$ cat src/rtl/riscv_pkg.sv
// Shared RV32I load/store definitions for the LSU slice.
// Contents: funct3 width encodings and the LSU controller state type.
package riscv_pkg;

  localparam logic [2:0] F3_B  = 3'b000;
  localparam logic [2:0] F3_H  = 3'b001;
  localparam logic [2:0] F3_W  = 3'b010;
  localparam logic [2:0] F3_BU = 3'b100;
  localparam logic [2:0] F3_HU = 3'b101;

  typedef enum logic [1:0] {
    IDLE     = 2'd0,
    ACCESS   = 2'd1,
    MERGE_WR = 2'd2,
    RESP     = 2'd3
  } lsu_state_t;

endpackage

$ cat src/rtl/lsu_lane.sv
// Byte-lane datapath for the LSU (purely combinational).
// Ports:
//   word      in  32  word read from RAM
//   wdata     in  32  store data (low byte/halfword used for SB/SH)
//   addr_lo   in  2   byte offset within the word
//   funct3    in  3   access width / signedness
//   load_data out 32  extracted and extended load result
//   merge_wd  out 32  old word with the store lane replaced
module lsu_lane
  import riscv_pkg::*;
(
  input  logic [31:0] word,
  input  logic [31:0] wdata,
  input  logic [1:0]  addr_lo,
  input  logic [2:0]  funct3,
  output logic [31:0] load_data,
  output logic [31:0] merge_wd
);

  logic [7:0]  byte_sel;
  logic [15:0] half_sel;

  always_comb begin
    case (addr_lo)
      2'd0:    byte_sel = word[7:0];
      2'd1:    byte_sel = word[15:8];
      2'd2:    byte_sel = word[23:16];
      default: byte_sel = word[31:24];
    endcase
    half_sel = addr_lo[1] ? word[31:16] : word[15:0];
  end

  always_comb begin
    case (funct3)
      F3_B:    load_data = {{24{byte_sel[7]}}, byte_sel};
      F3_BU:   load_data = {24'h0, byte_sel};
      F3_H:    load_data = {{16{half_sel[15]}}, half_sel};
      F3_HU:   load_data = {16'h0, half_sel};
      F3_W:    load_data = word;
      default: load_data = '0;
    endcase
  end

  always_comb begin
    merge_wd = word;
    case (funct3)
      F3_B: begin
        case (addr_lo)
          2'd0:    merge_wd[7:0]   = wdata[7:0];
          2'd1:    merge_wd[15:8]  = wdata[7:0];
          2'd2:    merge_wd[23:16] = wdata[7:0];
          default: merge_wd[31:24] = wdata[7:0];
        endcase
      end
      F3_H: begin
        if (addr_lo[1]) merge_wd[31:16] = wdata[15:0];
        else            merge_wd[15:0]  = wdata[15:0];
      end
      F3_W:    merge_wd = wdata;
      default: merge_wd = word;
    endcase
  end

endmodule

$ cat src/rtl/lsu.sv
// Load/store unit between the execute stage and RAM data port 2.
// One RV32I load/store per req handshake, one response per request.
// SB/SH use read-modify-write since the RAM port writes whole words.
// Ports:
//   clk, rst (sync, active high)
//   req_valid/req_ready/req_we/req_funct3/req_addr/req_wdata : request
//   rsp_valid/rsp_ready/rsp_rdata/rsp_err                    : response
//   mem_addr/mem_rd/mem_we/mem_wd                            : RAM port
// Parameters: START_ADDR (first RAM byte), MEM_SIZE (bytes, multiple of 4).
// Macro LSU_RANGE_CHECK_EN: reject accesses outside the RAM window.
module lsu
  import riscv_pkg::*;
#(
  parameter logic [31:0] START_ADDR = 32'h0,
  parameter int unsigned MEM_SIZE   = 4096
) (
  input  logic        clk,
  input  logic        rst,
  input  logic        req_valid,
  output logic        req_ready,
  input  logic        req_we,
  input  logic [2:0]  req_funct3,
  input  logic [31:0] req_addr,
  input  logic [31:0] req_wdata,
  output logic        rsp_valid,
  input  logic        rsp_ready,
  output logic [31:0] rsp_rdata,
  output logic        rsp_err,
  output logic [31:0] mem_addr,
  input  logic [31:0] mem_rd,
  output logic        mem_we,
  output logic [31:0] mem_wd
);

`ifdef LSU_RANGE_CHECK_EN
  localparam bit RANGE_EN = 1'b1;
`else
  localparam bit RANGE_EN = 1'b0;
`endif

  // 33-bit window bounds so an access ending past 0xFFFFFFFF cannot wrap.
  localparam logic [32:0] RANGE_LO = {1'b0, START_ADDR};
  localparam logic [32:0] RANGE_HI = {1'b0, START_ADDR} + 33'(MEM_SIZE) - 33'd1;

  lsu_state_t  state_q, state_d;
  logic        we_q, we_d;
  logic [2:0]  funct3_q, funct3_d;
  logic [1:0]  addr_lo_q, addr_lo_d;
  logic [31:0] wdata_q, wdata_d;
  logic [31:0] rdata_q, rdata_d;
  logic        err_q, err_d;
  logic [31:0] mem_addr_q, mem_addr_d;
  // Doubles as the merge register for SB/SH.
  logic [31:0] mem_wd_q, mem_wd_d;
  logic        mem_we_c;

  logic [32:0] word_lo, word_hi;
  logic        range_err, req_err;
  logic [31:0] lane_load, lane_merge;

  lsu_lane u_lane (
    .word      (mem_rd),
    .wdata     (wdata_q),
    .addr_lo   (addr_lo_q),
    .funct3    (funct3_q),
    .load_data (lane_load),
    .merge_wd  (lane_merge)
  );

  always_comb begin
    word_lo   = {1'b0, req_addr[31:2], 2'b00};
    word_hi   = word_lo + 33'd3;
    range_err = (word_lo < RANGE_LO) || (word_hi > RANGE_HI);

    if (req_we) req_err = !(req_funct3 inside {F3_B, F3_H, F3_W});
    else        req_err = !(req_funct3 inside {F3_B, F3_H, F3_W, F3_BU, F3_HU});
    if ((req_funct3 == F3_H || req_funct3 == F3_HU) && req_addr[0])
      req_err = 1'b1;
    if (req_funct3 == F3_W && req_addr[1:0] != 2'b00)
      req_err = 1'b1;
    if (RANGE_EN && range_err)
      req_err = 1'b1;
  end

  always_comb begin
    state_d    = state_q;
    we_d       = we_q;
    funct3_d   = funct3_q;
    addr_lo_d  = addr_lo_q;
    wdata_d    = wdata_q;
    rdata_d    = rdata_q;
    err_d      = err_q;
    mem_addr_d = mem_addr_q;
    mem_wd_d   = mem_wd_q;
    mem_we_c   = 1'b0;

    case (state_q)
      IDLE: begin
        if (req_valid) begin
          we_d      = req_we;
          funct3_d  = req_funct3;
          addr_lo_d = req_addr[1:0];
          wdata_d   = req_wdata;
          rdata_d   = '0;
          err_d     = req_err;
          if (req_err) begin
            state_d = RESP;
          end else begin
            state_d    = ACCESS;
            mem_addr_d = {req_addr[31:2], 2'b00};
            // SW data must already be on mem_wd during ACCESS.
            if (req_we && req_funct3 == F3_W) mem_wd_d = req_wdata;
          end
        end
      end
      ACCESS: begin
        if (!we_q) begin
          rdata_d = lane_load;
          state_d = RESP;
        end else if (funct3_q == F3_W) begin
          mem_we_c = 1'b1;
          state_d  = RESP;
        end else begin
          mem_wd_d = lane_merge;
          state_d  = MERGE_WR;
        end
      end
      MERGE_WR: begin
        mem_we_c = 1'b1;
        state_d  = RESP;
      end
      RESP: begin
        if (rsp_ready) state_d = IDLE;
      end
      default: state_d = IDLE;
    endcase
  end

  always_ff @(posedge clk) begin
    if (rst) begin
      state_q    <= IDLE;
      we_q       <= 1'b0;
      funct3_q   <= '0;
      addr_lo_q  <= '0;
      wdata_q    <= '0;
      rdata_q    <= '0;
      err_q      <= 1'b0;
      mem_addr_q <= '0;
      mem_wd_q   <= '0;
    end else begin
      state_q    <= state_d;
      we_q       <= we_d;
      funct3_q   <= funct3_d;
      addr_lo_q  <= addr_lo_d;
      wdata_q    <= wdata_d;
      rdata_q    <= rdata_d;
      err_q      <= err_d;
      mem_addr_q <= mem_addr_d;
      mem_wd_q   <= mem_wd_d;
    end
  end

  assign req_ready = (state_q == IDLE) && !rst;
  assign rsp_valid = (state_q == RESP);
  assign rsp_rdata = rdata_q;
  assign rsp_err   = err_q;
  assign mem_addr  = mem_addr_q;
  assign mem_wd    = mem_wd_q;
  assign mem_we    = mem_we_c && !rst;

endmodule

$ cat config.mk
export PLATFORM = sky130hd
export DESIGN_NAME = lsu
export DESIGN_NICKNAME = d
export VERILOG_FILES = /design/src/rtl/riscv_pkg.sv /design/src/rtl/lsu_lane.sv /design/src/rtl/lsu.sv
export SDC_FILE = /design/constraint.sdc
export NUM_CORES = 1
export LEC_CHECK = 0
export ABC_AREA = 1
export CORE_MARGIN = 1
export CORE_UTILIZATION = 47
export CTS_CLUSTER_DIAMETER = 120
export DETAILED_ROUTE_END_ITERATION = 7
export PLACE_DENSITY = 0.81
export SLEW_MARGIN = 5
export SYNTH_ARGS = -nofsm -noshare
export SYNTH_HDL_FRONTEND = slang
export SYNTH_SLANG_ARGS = --single-unit
$ cat constraint.sdc
create_clock -name clk -period 2.7 [get_ports clk]
set_clock_uncertainty 0.2 [all_clocks]
set_input_delay 0.675 -clock clk [delete_from_list [all_inputs] [get_ports clk]]
set_output_delay 0.675 -clock clk [all_outputs]
set_load 0.01 [all_outputs]
After elaboration in Yosys (flattened, before gate mapping)
Cells that the tools add are included.
W data, S select, Z words.
- muxes and demuxes: 31
- reductions and logical operators: 23
- bitwise operators: 1
- eq/ne operators: 20
- operators with widths (kind ; number):
    $mux W32 ; 7
    $pmux W32 S2 ; 3
    $pmux W32 S5 ; 1
    $mux W16 ; 3
    $mux W8 ; 4
    $pmux W8 S3 ; 1
    $eq A3 B3 Y1 const B ; 4
    $ne A2 B2 Y1 const B ; 6
    $pmux W2 S4 ; 1
    $mux W1 ; 7
    $eq A2 B2 Y1 const B ; 3
    $eq A3 B1 Y1 const B ; 2
    $eq A3 B2 Y1 const B ; 2
    $logic_not A3 Y1 ; 2
    $mux W2 ; 3
    $reduce_and A3 Y1 ; 2
    $reduce_and A6 Y1 ; 1
    $logic_and A1 B1 Y1 ; 5
    $reduce_bool A5 Y1 ; 1
    $eq A2 B1 Y1 const B ; 2
    $logic_not A2 Y1 ; 2
    $reduce_and A2 Y1 ; 2
    $reduce_bool A2 Y1 ; 2
    $logic_not A1 Y1 ; 3
    other kinds (6) ; 6
- logic and storage cells: 84
- register bits: 119
- output and inout bits: 100
- input bits: 104

Longest topological paths before layout
Gate-level depths: netlist of run 1.
- depth after elaboration: 9
- depth in mapped cells: 11

Hierarchy
A second synthesis of run 1 with hierarchy kept.
- cells, all modules: 1344
- area, all modules: 8041.5 um2
- modules (own cells, without submodules) (module ; cells each ; seq. area each (um2) ; instances ; area an instance (um2)):
    lsu ; 704 ; 2702.6 ; 1 ; 5392.7
    lsu_lane ; 640 ; 0.0 ; 1 ; 2648.8

Worst setup path after synthesis of run 1
OpenSTA, ideal clock, no wires.
- path type: input-to-output
- start point: input port rst
- end point: output port mem_we
- required time: 1.825 ns
- arrival time: 1.377 ns
- path slack: 0.448 ns
- stages: 4
- path through: clkbuf_1 -> inv_1 -> clkbuf_1 -> o211a_1
- word-level cells in the longest chain between the ends: 2
- ends and longest elaborated chain (item ; RTL line ; RTL):
    start, declared ; lsu.sv:18 ; input logic rst,
    $logic_not A1 Y1 ; lsu.sv:169 ; assign mem_we = mem_we_c && !rst;
    $logic_and A1 B1 Y1 ; lsu.sv:169 ;
    end, declared ; lsu.sv:31 ; output logic mem_we,
No other way between the ends.

Final worst setup path of run 1
- start point: register state_q[1]
- end point: output port mem_we
- word-level cells in the longest chain between the ends: 3
- elaborated cells between the ends (all ways): 4
- ends and longest elaborated chain (item ; RTL line ; RTL):
    start, declared ; lsu.sv:45 ; lsu_state_t state_q, state_d;
    start signal, assigned ; lsu.sv:151 ; state_q <= state_d;
    $eq A2 B2 Y1 or $eq A2 B1 Y1 (tied branches) ; lsu.sv:97 ; case (state_q)
    $pmux W1 S2 (*) ; lsu.sv:97 ;
    $logic_and A1 B1 Y1 (*) ; lsu.sv:169 ;
Mark *: on every way between the ends. The rest lies on a longest branch, timed or not.

==> results of run 1 <==
cells in the mapped netlist (2+ instances only):
cell type,number
or2_2,27
o211ai_1,4
nand2_2,4
inv_2,4
buf_1,2
nand3_1,103
nand2_4,3
nor2_2,4
nor2_1,173
nor2_4,3
o21ai_2,3
inv_1,67
nand2_1,235
buf_2,12
ha_1,4
clkbuf_1,38
buf_4,8
o21ai_0,81
dfxtp_1,119
nand4_1,10
a21oi_1,98
o21a_1,3
o21ai_1,14
layer usage:
layer	track usage, %	vias to the layer above	part of all wire [%]
met5	0	-	0
met3	7.52	56	8.3
met4	14.5	0	3.4
met2	52.0	350	47
li1	-	3675	-
met1	39.6	3341	41
critical path, cell delays in order, from the launching register on:
cell and delay (ns):
dfxtp_1 0.34, inv_1 0.11, ha_1 0.19, inv_2 0.04, nor3_1 0.18, o211a_1 0.16, clkdlybuf4s15_1 0.25
stage by stage:
| step | setup WS, ns | total power, W | utilization [%] | area, sq um |
|---|---|---|---|---|
| 6_report | 0.132 | 0.00836 | 69.3 | 9250 |
| 5_1_grt | 0.0264 | 0.00887 | 69.3 | 9250 |
| 4_1_cts | 0.00568 | 0.00834 | 69.3 | 9250 |
| 3_5_place_dp | 0.163 | 0.00606 | 64.9 | 8660 |
| 3_3_place_gp | 0.208 | 0.00603 | 64.9 | 8660 |
| 2_1_floorplan | 0.448 | 0.00465 | - | 6460 |
power groups by stage:
stage                     logic [W]  clock network, W  registers [W]
after floorplan             0.00227                 0        0.00238
after global placement      0.00369                 0        0.00233
after detailed placement    0.00373                 0        0.00234
after CTS                   0.00376           0.00227        0.00231
after global routing        0.00417           0.00235        0.00235
final                       0.00380           0.00226        0.00231
worst max-delay path by stage:
stage	from	to	slack (ns)	cells past startpoint
after floorplan	rst	mem_we	0.45	4
after global placement	rst	mem_we	0.21	4
after detailed placement	mem_rd[15]	rsp_rdata[31]$_SDFFE_PP0P_	0.16	9
after CTS	state_q[1]$_SDFFE_PP0P_	req_ready	0.006	5
after global routing	state_q[1]$_SDFFE_PP0P_	mem_we	0.03	6
final	state_q[1]$_SDFFE_PP0P_	mem_we	0.13	6
cells by family after synthesis:
group / count (synthesis) / synth area share [%]
flops: 119 / 36.9
other cells: 1 / 0.0581
buf+inv: 134 / 8.62
fa+ha+maj: 4 / 0.775
compound gates: 204 / 16.3
simple gates: 564 / 37.3
layout by cell type, fill, tap and decap left out, drive strengths merged:
master,instances
dlymetal6s2s,1
a21oi,98
conb,2
nand2,242
ha,4
nand3,104
nor2,180
buf,25
o211a,1
inv,73
o21ai,98
clkdlybuf4s15,1
nand4,10
dfxtp,119
clkbuf,18
clkinv,7
o211ai,4
clkinvlp,5
nor3,1
o21a,3
or2,27
bufinv,2
clkdlybuf4s50,198
area by class of cell:
class / count / area (sq um) / area share [%]
multi-input combinational: 774 / 3530 / 38.2
sequential: 119 / 2380 / 25.7
timing repair buffer: 225 / 2250 / 24.3
clock buffer: 18 / 439 / 4.75
inverter: 73 / 275 / 2.97
tap: 176 / 220 / 2.38
clock inverter: 14 / 151 / 1.64
registers in the layout, summed over array words and instances, names as in the netlist:
register,count
rsp_err,1
mem_wd,32
funct3_q,3
wdata_q,16
rsp_rdata,32
addr_lo_q,2
we_q,1
mem_addr,30
state_q,2
==> impl_metrics.json, run 1 <==
{
  "yosysTopAreaCellShare_pct": 36.9,
  "ios": 204,
  "p_comb_share_pct": 45.4,
  "die_x_um": 119,
  "clockPowerShare_pct": 27.0,
  "cts_sinks": 119,
  "cts.clk_slew.worst_paths_ns": 0.06,
  "ys_types": 30,
  "place.gp.congestion": 0.943,
  "final_nets": 1318,
  "required_ns": 1.82,
  "worstSetupStartpointType": "register",
  "synth_async_sr_flop_share_pct": 0,
  "ys_top_cells_by_area": "dfxtp_1, nand2_1, nor2_1",
  "max_slew_margin_pct": 59.5,
  "dr.pass1.iters": 5,
  "viasPerCell": 5.31,
  "worst-endpoint-arrival_ns": 1.69,
  "rr_endpoint": "rsp_rdata[19]$_SDFFE_PP0P_",
  "rsz0062_at_grt": "false",
  "switching_share_pct": 40.8,
  "grt_start_max_net_pins": 71,
  "track_usage_pct": 31.9,
  "timing.rr.start": "state_q[1]$_SDFFE_PP0P_",
  "wl_per_cell_um": 15.9,
  "hold_class": "reg -> reg",
  "grt_pass1_wl_um": 35600,
  "synth_edf_count": 0,
  "synthFlopType": "dfxtp_1",
  "cts_buffers": 17,
  "drt_iter0_drc": 774,
  "place_hpwl_um": 16100,
  "max_freq_mhz": 389,
  "hold_buffers": 0,
  "ir_drop_mv": 0.494,
  "grt_pass1_vias": 6893,
  "holdPathEnd": "rsp_rdata[13]$_SDFFE_PP0P_",
  "p_switching_w": 0.00342,
  "io_buffers": 201,
  "final.min_clock_period_ns": 2.57,
  "synth_area_sq_um": 6460,
  "r2r_cells": 10,
  "chipHeight_um": 119,
  "drv_slew": 0,
  "tns_ns": 0,
  "start_util_pct": 48.4,
  "final_layout_size_suffix_gt1_share_pct": 9.08,
  "holdWs_ns": 0.261,
  "crit_type": "reg -> out",
  "num_vias": 7422,
  "drt_wl_total_um": 22200,
  "post-route-drc-count": 0,
  "core-area_sq_um": 13300,
  "synth_top_area_cell": "dfxtp_1",
  "leakagePower_nw": 3.83,
  "yosysWarnings": 0,
  "period_share_pct": 95.1,
  "seqPwrFrac_pct": 27.6,
  "cts_tree": "built",
  "cts_root_buffer": "clkbuf_16",
  "reg2reg_setup_slack_ns": 0.40,
  "drtAntennaViolNets": 0,
  "tightest_slew_ns": 0.608,
  "status": "finished clean",
  "powerDensity_nw_per_um2": 904,
  "post_cts_buffers": 0,
  "intPower_w": 0.00495,
  "row_count": 42,
  "setup_viol": 0,
  "critical_path.max_fanout": 4,
  "hold_violations": 0,
  "seq_area_frac_synth_pct": 36.9,
  "die_area_sq_um": 14200,
  "ys_ff_latch": 119,
  "clock_path_buffers": 2,
  "antenna_found_initial": 0,
  "cts_htree_levels": 4,
  "holdCritStartpoint": "rsp_rdata[13]$_SDFFE_PP0P_",
  "area_delta_synth_final_pct": 43.3,
  "cap_violations": 0,
  "end_kind": "output pin",
  "instances_no_fill": 1399,
  "whs_path_depth": 2,
  "gr-total-overflow": 0,
  "synth_area_per_cell_sq_um": 6.30,
  "place_inst": 1367,
  "antenna_cells": 0,
  "ctsResizeCount": 3,
  "syn_inst": 1026,
  "clk_latency_ns": 0.43,
  "fillCellCount": 1171
}
Power figures use the tool's default switching activity.
==> run 2, diff against run 1 <==
CELL_PAD_IN_SITES_DETAIL_PLACEMENT = 0   (was default)
CELL_PAD_IN_SITES_GLOBAL_PLACEMENT = 1   (was default)
CORE_UTILIZATION = 32   (was 47)
HOLD_SLACK_MARGIN = 0.02   (was default)
PLACE_DENSITY = default   (was 0.81)
PLACE_DENSITY_LB_ADDON = 0.1   (was default)
clock period = 2.9 ns   (was 2.7 ns; I/O delays follow)
==> impl_metrics.json, run 2 (same netlist as run 1, synthesis figures left out) <==
{
  "row_count": 51,
  "hold_violations": 0,
  "drt_iter0_drc": 460,
  "grt-busiest-layer": "met2",
  "final_cell_mix": "nand2_1, clkdlybuf4s50_1, nor2_1, dfxtp_1, nand3_1",
  "critical_path.max_fanout": 4,
  "period_share_pct": 92.3,
  "final_layout_size_suffix_gt1_share_pct": 8.92,
  "leakagePower_nw": 3.81,
  "place.gp.congestion": 0.857,
  "start_util_pct": 32.9,
  "place_inst": 1455,
  "holdWs_ns": 0.261,
  "max_freq_mhz": 374,
  "wl_per_cell_um": 16.2,
  "die_area_sq_um": 20800,
  "cts_htree_levels": 4,
  "mostFrequentLayoutCell": "nand2_1",
  "hold_buffers": 0,
  "antenna_cells": 0,
  "fillCellCount": 2117,
  "met1_usage_pct": 30.5,
  "crit_type": "reg -> out",
  "tightest_slew_ns": 0.640,
  "grt_pass1_wl_um": 37900,
  "gr-total-overflow": 0,
  "post_cts_buffers": 0,
  "post-route-drc-count": 0,
  "rsz0062_at_grt": "false",
  "area_delta_synth_final_pct": 43.9,
  "die_x_um": 144,
  "whs_path_depth": 2,
  "tns_ns": 0,
  "worst-endpoint-arrival_ns": 1.75,
  "chipHeight_um": 144,
  "drtAntennaViolNets": 0,
  "track_usage_pct": 24.0,
  "setup_viol": 0,
  "final_nets": 1317,
  "drv_slew": 0,
  "num_vias": 7195,
  "clock_path_buffers": 2,
  "required_ns": 1.98,
  "cts_buffers": 17,
  "use_met3_pct": 7.42,
  "cts_tree": "built",
  "worstSetupStartpointType": "register",
  "antenna_found_initial": 0,
  "cts.clk_slew.worst_paths_ns": 0.06,
  "core-area_sq_um": 19700,
  "cts_root_buffer": "clkbuf_16",
  "io_buffers": 201,
  "instances_no_fill": 1487,
  "status": "finished clean",
  "dr.pass1.iters": 7,
  "place_hpwl_um": 17500,
  "max_slew_margin_pct": 57.4,
  "grt_pass1_vias": 6847,
  "grt_use_met2_pct": 38.4,
  "end_kind": "output pin",
  "drt_wl_total_um": 24000,
  "cts_sinks": 119,
  "ios": 204,
  "powerDensity_nw_per_um2": 826,
  "ir_drop_mv": 0.475,
  "viasPerCell": 4.84,
  "final.min_clock_period_ns": 2.68,
  "clk_latency_ns": 0.43,
  "hold_class": "reg -> reg",
  "r2r_cells": 10,
  "grt_start_max_net_pins": 71,
  "cap_violations": 0
}
[run 2: cell count changes in the layout (fill, tap and decap cells not counted)]
cell,before,now
inv_2,5,4
bufinv_16,2,1
clkinv_2,3,4
clkdlybuf4s15_1,1,0
inv_1,66,67
dlygate4sd2_1,0,1
buf_12,5,2
buf_4,19,21
[run 2: critical path: stages, from the launching register on]
cell and delay, ns:
dfxtp_1 0.34, inv_1 0.10, ha_2 0.19, inv_2 0.04, nor3_1 0.20, o211a_1 0.16, dlygate4sd2_1 0.29
[run 2: power breakdown]
part | total [W] | switching, W | leakage [nW] | internal [W]
logic | 0.00350 | 0.00218 | 2.58 | 0.00132
clock network | 0.00203 | 0.000831 | 0.265 | 0.00120
registers | 0.00214 | 0.000203 | 0.969 | 0.00194
[run 2: per-stage QoR]
step | utilization (%) | power, W | area [sq um] | setup WS, ns
6_report | 47.3 | 0.00767 | 9290 | 0.223
5_1_grt | 47.3 | 0.00825 | 9290 | 0.0507
4_1_cts | 47.3 | 0.00774 | 9290 | 0.0715
3_5_place_dp | 44.4 | 0.00567 | 8730 | 0.253
3_3_place_gp | 44.4 | 0.00567 | 8730 | 0.308
2_1_floorplan | - | 0.00433 | 6460 | 0.548
[run 2: routing by layer]
metal  routed length (um)  share of wire, %
met1                10800                45
met2                10900                45
met3                 1900               7.9
met4                  431               1.8
met5                    0                 0
[run 2: layout make-up]
class / count / area [sq um] / area share [%]
clock buffer: 18 / 439 / 4.73
clock inverter: 14 / 126 / 1.36
inverter: 73 / 275 / 2.96
multi-input combinational: 774 / 3530 / 38.0
sequential: 119 / 2380 / 25.6
tap: 265 / 332 / 3.57
timing repair buffer: 224 / 2210 / 23.7
[run 2: final timing paths]
| check | start | to | slack [ns] |
|---|---|---|---|
| setup / recovery | state_q[1]$_SDFFE_PP0P_ | mem_we | 0.22 |
| hold reg to reg | rsp_rdata[7]$_SDFFE_PP0P_ | rsp_rdata[7]$_SDFFE_PP0P_ | 0.26 |
| hold / removal | rsp_rdata[7]$_SDFFE_PP0P_ | rsp_rdata[7]$_SDFFE_PP0P_ | 0.26 |
| setup reg to reg | state_q[1]$_SDFFE_PP0P_ | mem_wd[27]$_SDFFE_PP0P_ | 0.60 |
[run 2: what timing repair did]
item,in CTS,in global routing
endpoints found under the setup margin,1,1
cloned,0,0
resized for setup,1,1
